<file path="config.mk">
export PLATFORM = sky130hd
export DESIGN_NAME = key_sweep_ctrl
export DESIGN_NICKNAME = d
export VERILOG_FILES = /design/src/rtl/lock_ctrl_pkg.sv /design/src/rtl/key_sweep_ctrl.sv
export SDC_FILE = /design/constraint.sdc
export NUM_CORES = 1
export LEC_CHECK = 0
export ABC_CLOCK_PERIOD_IN_PS = 2150
export CAP_MARGIN = 20
export CORE_UTILIZATION = 35
export DETAILED_ROUTE_END_ITERATION = 8
export PLACE_DENSITY_LB_ADDON = 0.08
export SLEW_MARGIN = 10
export SYNTH_ARGS = -nofsm -noshare
export SYNTH_HDL_FRONTEND = slang
export SYNTH_SLANG_ARGS = --single-unit
</file>
<file path="constraint.sdc">
create_clock -name C -period 2.15 [get_ports C]
set_clock_uncertainty 0.1 [all_clocks]
set_input_delay 0.43 -clock C [delete_from_list [all_inputs] [get_ports C]]
set_output_delay 0.43 -clock C [all_outputs]
set_load 0.01 [all_outputs]
</file>
<file path="src/rtl/lock_ctrl_pkg.sv">
// Shared types and default widths for the key-sweep (SAT-free brute force) lock controller.
package lock_ctrl_pkg;

   localparam int IN_W_DEF  = 5;
   localparam int KEY_W_DEF = 5;

   typedef enum logic [1:0] {
      ST_IDLE  = 2'd0,
      ST_SWEEP = 2'd1,
      ST_DONE  = 2'd2
   } sweep_state_t;

endpackage

</file>
<file path="src/rtl/key_sweep_ctrl.sv">
// Walks every candidate key against every input pattern through an external miter,
// rejecting a key on its first mismatching pattern and reporting the first fully matching key.
//
// state    | meaning
// ---------+-----------------------------------------------------------
// ST_IDLE  | waiting for start; results and pat_o/key_o hold
// ST_SWEEP | pattern/key presented to the miter, eq_i judged each cycle
// ST_DONE  | one-cycle completion pulse, then back to ST_IDLE
module key_sweep_ctrl
   import lock_ctrl_pkg::*;
#(
   parameter int IN_W  = IN_W_DEF,
   parameter int KEY_W = KEY_W_DEF
) (
   input  logic             C,
   input  logic             R,
   input  logic             start,
   input  logic             abort,
   input  logic             eq_i,
   output logic [IN_W-1:0]  pat_o,
   output logic [KEY_W-1:0] key_o,
   output logic             busy,
   output logic             done,
   output logic             found,
   output logic [KEY_W-1:0] key_found,
   output logic [KEY_W:0]   rej_cnt,
   output logic [IN_W-1:0]  fail_pat
);

   localparam logic [IN_W-1:0]  PAT_MAX = '1;
   localparam logic [KEY_W-1:0] KEY_MAX = '1;
   localparam logic [KEY_W:0]   REJ_MAX = {1'b1, {KEY_W{1'b0}}};

   sweep_state_t     state, state_nxt;
   logic [IN_W-1:0]  pat_nxt, fail_pat_nxt;
   logic [KEY_W-1:0] key_nxt, key_found_nxt;
   logic [KEY_W:0]   rej_cnt_nxt;
   logic             found_nxt;

   always_ff @(posedge C) begin
      if (R) begin
         state     <= ST_IDLE;
         pat_o     <= '0;
         key_o     <= '0;
         found     <= 1'b0;
         key_found <= '0;
         rej_cnt   <= '0;
         fail_pat  <= '0;
      end else begin
         state     <= state_nxt;
         pat_o     <= pat_nxt;
         key_o     <= key_nxt;
         found     <= found_nxt;
         key_found <= key_found_nxt;
         rej_cnt   <= rej_cnt_nxt;
         fail_pat  <= fail_pat_nxt;
      end
   end

   always_comb begin
      state_nxt     = state;
      pat_nxt       = pat_o;
      key_nxt       = key_o;
      found_nxt     = found;
      key_found_nxt = key_found;
      rej_cnt_nxt   = rej_cnt;
      fail_pat_nxt  = fail_pat;

      case (state)
         ST_IDLE: begin
            if (start) begin
               state_nxt     = ST_SWEEP;
               pat_nxt       = '0;
               key_nxt       = '0;
               found_nxt     = 1'b0;
               key_found_nxt = '0;
               rej_cnt_nxt   = '0;
               fail_pat_nxt  = '0;
            end
         end
         ST_SWEEP: begin
            // abort wins over both a final match and key exhaustion
            if (abort) begin
               state_nxt = ST_IDLE;
               found_nxt = 1'b0;
            end else if (eq_i) begin
               if (pat_o == PAT_MAX) begin
                  found_nxt     = 1'b1;
                  key_found_nxt = key_o;
                  state_nxt     = ST_DONE;
               end else begin
                  pat_nxt = pat_o + 1'b1;
               end
            end else begin
               if (rej_cnt != REJ_MAX) rej_cnt_nxt = rej_cnt + 1'b1;
               fail_pat_nxt = pat_o;
               if (key_o == KEY_MAX) begin
                  state_nxt = ST_DONE;
               end else begin
                  key_nxt = key_o + 1'b1;
                  pat_nxt = '0;
               end
            end
         end
         ST_DONE: state_nxt = ST_IDLE;
         default: state_nxt = ST_IDLE;
      endcase
   end

   assign busy = (state == ST_SWEEP);
   assign done = (state == ST_DONE);

endmodule

</file>
==> impl_metrics.toml, run 1 <==
[run_status]
outcome = "completed"

[drt]
firstDrtPassIters = 4
routedWlPerCell_um = 13.9
wirelength_um = 3540
antenna_left = 0
drt_iter0_markers = 82
viasPerCell = 5.18
vias = 1322
drc_errors = 0

[synth]
netlist_instances = 159
synth_top_area_share_pct = 40.7
synth-seq-area-share_pct = 40.7
ys_types = 39
ys_async_sr_fraction_pct = 0
synth_commonest_cells = "dfxtp_1, a21oi_1, nand2_1, nor2_1, nand3_1"
yosys.area.top_type = "dfxtp_1"
synth_edf_count = 0
ys_warn_count = 0
yosysMostFrequentCell = "dfxtp_1"
ys_ff_latch = 29
yosys_most_used_dff = "dfxtp_1"
syn-mean-instance-area_um2 = 8.96
syn_nets = 170
syn_area_um2 = 1430
yosys-top-cells-area = "dfxtp_1, a21oi_1, ha_1"

[layout]
stdcell_area_um2 = 1990
layout.nets = 218
antenna_cells = 0
syn2layout_area_growth_pct = 39.9
stdcell_count = 255
drive_gt1_share_pct = 14.0
final_core_util_pct = 52.9

[sta]
rsz0062_at_grt = "no"
slew_viol_final = 0
fin_crit_sh_pct = 94.6
fin_ws_ns = 0.116
hold_viol_final = 0
min_period_ns = 2.03
worst_pin_slew_ns = 0.445
max_slew_margin_pct = 70.3
setup_tns_ns = 0
final-setup-viol-count = 0
max_freq_mhz = 492

[worst_hold_path]
holdCritPathClass = "flip-flop to flip-flop"

[die]
dieArea_um2 = 4330
initial_core_util_pct = 37.8
die_width_um = 65.8
pin_count = 34
core_um2 = 3770
die_height_um = 65.8
row_count = 22

[critical_path]
start_kind = "flip-flop"
path_max_fanout = 6
r2r_start = "pat_o[0]"
crit_end = "busy"
worstPathRequired_ns = 1.62
cp.depth = 3
reg2reg_to = "pat_o[3]"
cp.arrival_ns = 1.50
critical-path-slowest-cell = "clkdlybuf4s50_1"
crit_start = "state[1]"
slowest_delay_ns = 0.58
regToRegSetupSlack_ns = 0.17
r2r_cells = 7
worstSetupPathType = "flip-flop to primary output"
crit_family = "buffers and inverters"
path_buf_inv = 2
cp_cell_sequence = "nand2b_2 -> inv_1 -> clkdlybuf4s50_1"
crit_path_end_kind = "primary output"

[global_route]
grt_first_pass_wirelength_um = 5770
track_usage_pct = 18.0
first_global_vias = 1194
grt_start_max_net_pins = 22
grt.overflow.total = 0
grt_antenna_before_repair = 0

[power]
power.density_nw_per_um2 = 564
irDropWorstVdd_uv = 319
p_leak_nw = 0.754

[placed_design]
placed_area_um2 = 1900
place_congestion = 0.846
port-buffer-count = 33
dp_slack_ns = 0.0106
hpwl_um = 2500
dp_cells = 248

[clock_network]
cts-root-buf = "clkbuf_8"
cts.clk_slew.worst_paths_ns = 0.06
cts_tree = "built"
postCtsSetupBuffers = 0
clock_sinks = 29
insertion_delay_ns = 0.28
htree_num_levels = 2
ctsLongestPathBuffers = 2
cts_buffers = 5

[job]
drv_cap = 0
[how the worst min path moves through the flow]
stage	end	cells past startpoint	startpoint
after floorplan	fail_pat[4]	2	fail_pat[4]
after global routing	fail_pat[3]	2	fail_pat[3]
after global placement	fail_pat[0]	2	fail_pat[0]
after detailed placement	fail_pat[1]	2	fail_pat[1]
final	fail_pat[1]	2	fail_pat[1]
after CTS	fail_pat[1]	2	fail_pat[1]
[layer usage]
layer / share of wire [%] / vias to the layer above / global-route usage [%]
met4: 1.3 / 0 / 8.15
met1: 51 / 616 / 25.0
met5: 0 / - / 0
met2: 43 / 30 / 25.4
li1: - / 670 / -
met3: 3.9 / 6 / 5.17
[cell usage in the layout (no fill, tap or decap), types with 9 or more instances in the layout]
cell type / count
clkdlybuf4s50_1: 33
dfxtp_1: 29
a21oi_1: 15
buf_4: 15
nand2_1: 12
nor2_1: 11
nand3_1: 9
[final cells by class]
type	count	area [um2]
fillers	359	1780
well taps	48	60.1
flip-flops and latches	29	581
repair buffers	49	463
multi-input cells	118	788
inverters	4	15.0
clock buffers	7	86.3
[power by group]
| group | switching, mW | leakage, nW | internal, mW |
|---|---|---|---|
| combinational | 0.0701 | 0.475 | 0.0601 |
| sequential | 0.00542 | 0.234 | 0.543 |
| clock | 0.194 | 0.0443 | 0.253 |
| total | 0.269 | 0.754 | 0.856 |
[tightest hold or removal path, cell delays in order, from the launching register on]
cell	delay, ns
dfxtp_1	0.31
nand2_1	0.05
a21oi_1	0.05
[state kept, by name, indices dropped and copies added, names as in the netlist]
register and count:
key_found 5, fail_pat 5, rej_cnt 6, key_o 5
pat_o 5, found 1, state 2
[cell families after synthesis]
group           after synthesis  synth area share (%)
mux                           6                  4.21
simple gates                 67                  27.8
compound gates               36                  15.9
flops                        29                  40.7
fa+ha+maj                     6                  5.27
buf+inv                      12                  4.21
xor+xnor                      3                  1.84
[metrics by stage]
| step | total power [mW] | hold WS [ns] |
|---|---|---|
| 2_1_floorplan | 0.629 | 0.376 |
| 5_1_grt | 1.18 | 0.380 |
| 6_report | 1.13 | 0.357 |
| 3_5_place_dp | 0.689 | 0.356 |
| 4_1_cts | 1.14 | 0.364 |
| 3_3_place_gp | 0.687 | 0.345 |
[timing repair]
action / CTS / global route
setup endpoints to repair: 0 / 1
gates resized for setup: 0 / 1
hold buffers: 0 / 0
(Power assumes the default switching activity.)
==> run 2: changes to the inputs <==
--- a/config.mk
+++ b/config.mk
@@ -5,6 +5,7 @@
 export SDC_FILE = /design/constraint.sdc
 export NUM_CORES = 1
 export LEC_CHECK = 0
+export ABC_AREA = 1
 export ABC_CLOCK_PERIOD_IN_PS = 2150
 export CAP_MARGIN = 20
 export CORE_UTILIZATION = 35
==> run 2 against run 1 <==
Flip-flop and latch count did not move. Final area fell by 0.38%. Final cell count rose by 18%. Global-route usage fell by 0.55 points. Combinational power rose by 70%. Routed wire length fell by 6.2%. Die area rose by 5.8%. Sequential power rose by 6.8%. Clock power rose by 12%. Utilization fell by 3.9 points. Clock-buffer cell count did not move. Total power rose by 16%.
==> impl_metrics.toml, run 2 <==
[sta]
fin_crit_sh_pct = 94.7
slew_viol_final = 0
hold_viol_final = 0
max_freq_mhz = 491
worst_pin_slew_ns = 0.395
fin_ws_ns = 0.115
min_period_ns = 2.04
rsz0062_at_grt = "no"
final-setup-viol-count = 0
setup_tns_ns = 0
max_slew_margin_pct = 73.7

[global_route]
grt_start_max_net_pins = 16
grt_antenna_before_repair = 0
grt_first_pass_wirelength_um = 5830
grt.overflow.total = 0
track_usage_pct = 17.5
first_global_vias = 1316

[drt]
routedWlPerCell_um = 11.1
drc_errors = 0
route.met3.wl_um = 140
wl_met2_um = 1490
wirelength_um = 3320
viasPerCell = 4.73
antenna_left = 0
routed.top_layer = "met4"
wl_met1_um = 1630
drt_iter0_markers = 70
vias = 1418
firstDrtPassIters = 4

[critical_path]
path_buf_inv = 2
cp_cell_sequence = "inv_2 -> nor2_4 -> clkdlybuf4s50_1"
crit_path_end_kind = "primary output"
worstSetupPathType = "flip-flop to primary output"
path_max_fanout = 9
start_kind = "flip-flop"
r2r_cells = 9
crit_end = "busy"
cp.arrival_ns = 1.51
critical-path-slowest-cell = "clkdlybuf4s50_1"
worstPathRequired_ns = 1.62
reg2reg_to = "pat_o[2]"
r2r_start = "key_o[0]"
slowest_delay_ns = 0.58
regToRegSetupSlack_ns = 0.41
crit_start = "state[0]"
cp.depth = 3
crit_family = "buffers and inverters"

[synth]
syn-mean-instance-area_um2 = 7.16
ys_async_sr_fraction_pct = 0
ys_ff_latch = 29
yosys.area.top_type = "dfxtp_1"
synth_top_area_share_pct = 38.4
synth_commonest_cells = "nand2_1, nor2_1, dfxtp_1, a21oi_1, inv_1"
yosys-top-cells-area = "dfxtp_1, nand2_1, nor2_1"
synth-seq-area-share_pct = 38.4
netlist_instances = 211
syn_area_um2 = 1510
yosys_most_used_dff = "dfxtp_1"
ys_types = 25
synth_edf_count = 0
ys_warn_count = 0
syn_nets = 222
yosysMostFrequentCell = "nand2_1"

[layout]
fill_cells = 414
final_cell_mix = "nand2_1, clkdlybuf4s50_1, nor2_1"
regMostFlops = "rej_cnt"
multi_input_comb_area_um2 = 787
layout.nets = 260
regArea_um2 = 581
antenna_cells = 0
final_core_util_pct = 48.9
largest_reg_flops = 6
drive_gt1_share_pct = 11.2
syn2layout_area_growth_pct = 31.5
final_common_cell = "nand2_1"

[clock_network]
cts.clk_slew.worst_paths_ns = 0.07
cts_resized = 0
ctsLongestPathBuffers = 2
htree_num_levels = 2
ctsHoldBuffers = 0
insertion_delay_ns = 0.28
clock_sinks = 29
cts-root-buf = "clkbuf_8"
cts_buffers = 5
cts_tree = "built"
postCtsSetupBuffers = 0

[power]
irDropWorstVdd_uv = 283
p_leak_nw = 0.776
power.density_nw_per_um2 = 658
p_total_mw = 1.31

[worst_hold_path]
holdCritPathClass = "flip-flop to flip-flop"

[placed_design]
dp_slack_ns = 0.174
place_congestion = 0.746
hpwl_um = 2460
port-buffer-count = 33

[die]
initial_core_util_pct = 37.2
die_width_um = 67.7
core_um2 = 4060
pin_count = 34
die_height_um = 67.7
dieArea_um2 = 4580
row_count = 23

[run_status]
outcome = "completed"

[job]
drv_cap = 0
run 2: cell count changes after synthesis, moves of 5 or more:
cell and delta:
nand2_1 +29, nor2_1 +21, inv_1 +15, o21ai_0 +9
a21oi_1 +6, mux2i_1 -6, and2_1 -5, and3_1 -5
nand2_2 +5, o21ai_1 +5
run 2: final cells by class:
type | instances | share of cell area [%]
multi-input cells | 153 | 39.6
repair buffers | 39 | 18.9
clock buffers | 7 | 4.85
clock inverters | 1 | 0.252
inverters | 21 | 3.97
well taps | 50 | 3.15
flip-flops and latches | 29 | 29.2
run 2: cells by family after synthesis:
kind of cell	synth area share [%]
AOI/OAI and AO/OA	15.2
adders and majority gates	4.97
buffers and inverters	9.45
and+or+nand+nor	30.7
xor gates and xnor gates	1.16
DFF	38.4
run 2: worst min-delay path by stage:
stage	startpoint	to	slack (ns)	cells past startpoint
after global placement	key_found[2]	key_found[2]	0.36	2
final	found	found	0.38	2
after CTS	found	found	0.39	2
after global routing	key_found[0]	key_found[0]	0.42	2
after floorplan	key_found[3]	key_found[3]	0.41	2
after detailed placement	found	found	0.36	2
run 2: metrics by stage:
stage	area, um2	cells	hold slack (ns)
finish	1990	300	0.378
global placement	1880	292	0.363
detailed placement	1880	292	0.364
global route	1990	300	0.417
CTS	1990	300	0.385
floorplan	1510	211	0.408
run 2: power breakdown:
| group | internal, mW | switching [mW] | leakage [nW] |
|---|---|---|---|
| registers | 0.566 | 0.0190 | 0.237 |
| clock network | 0.289 | 0.211 | 0.0542 |
| logic | 0.100 | 0.121 | 0.485 |
| total | 0.955 | 0.351 | 0.776 |
run 2: worst reg2reg max path: cells and delay by family, from the launching register on:
family | cells | cell delay (ns)
simple gates | 5 | 0.50
fa+ha+maj | 2 | 0.43
flops | 1 | 0.41
compound gates | 1 | 0.15
buf+inv | 1 | 0.05
run 2: metal layers:
metal	GRT usage, %	vias to the layer above
li1	-	764
met1	21.3	622
met2	28.2	26
met3	5.07	6
met4	7.45	0
met5	0	-
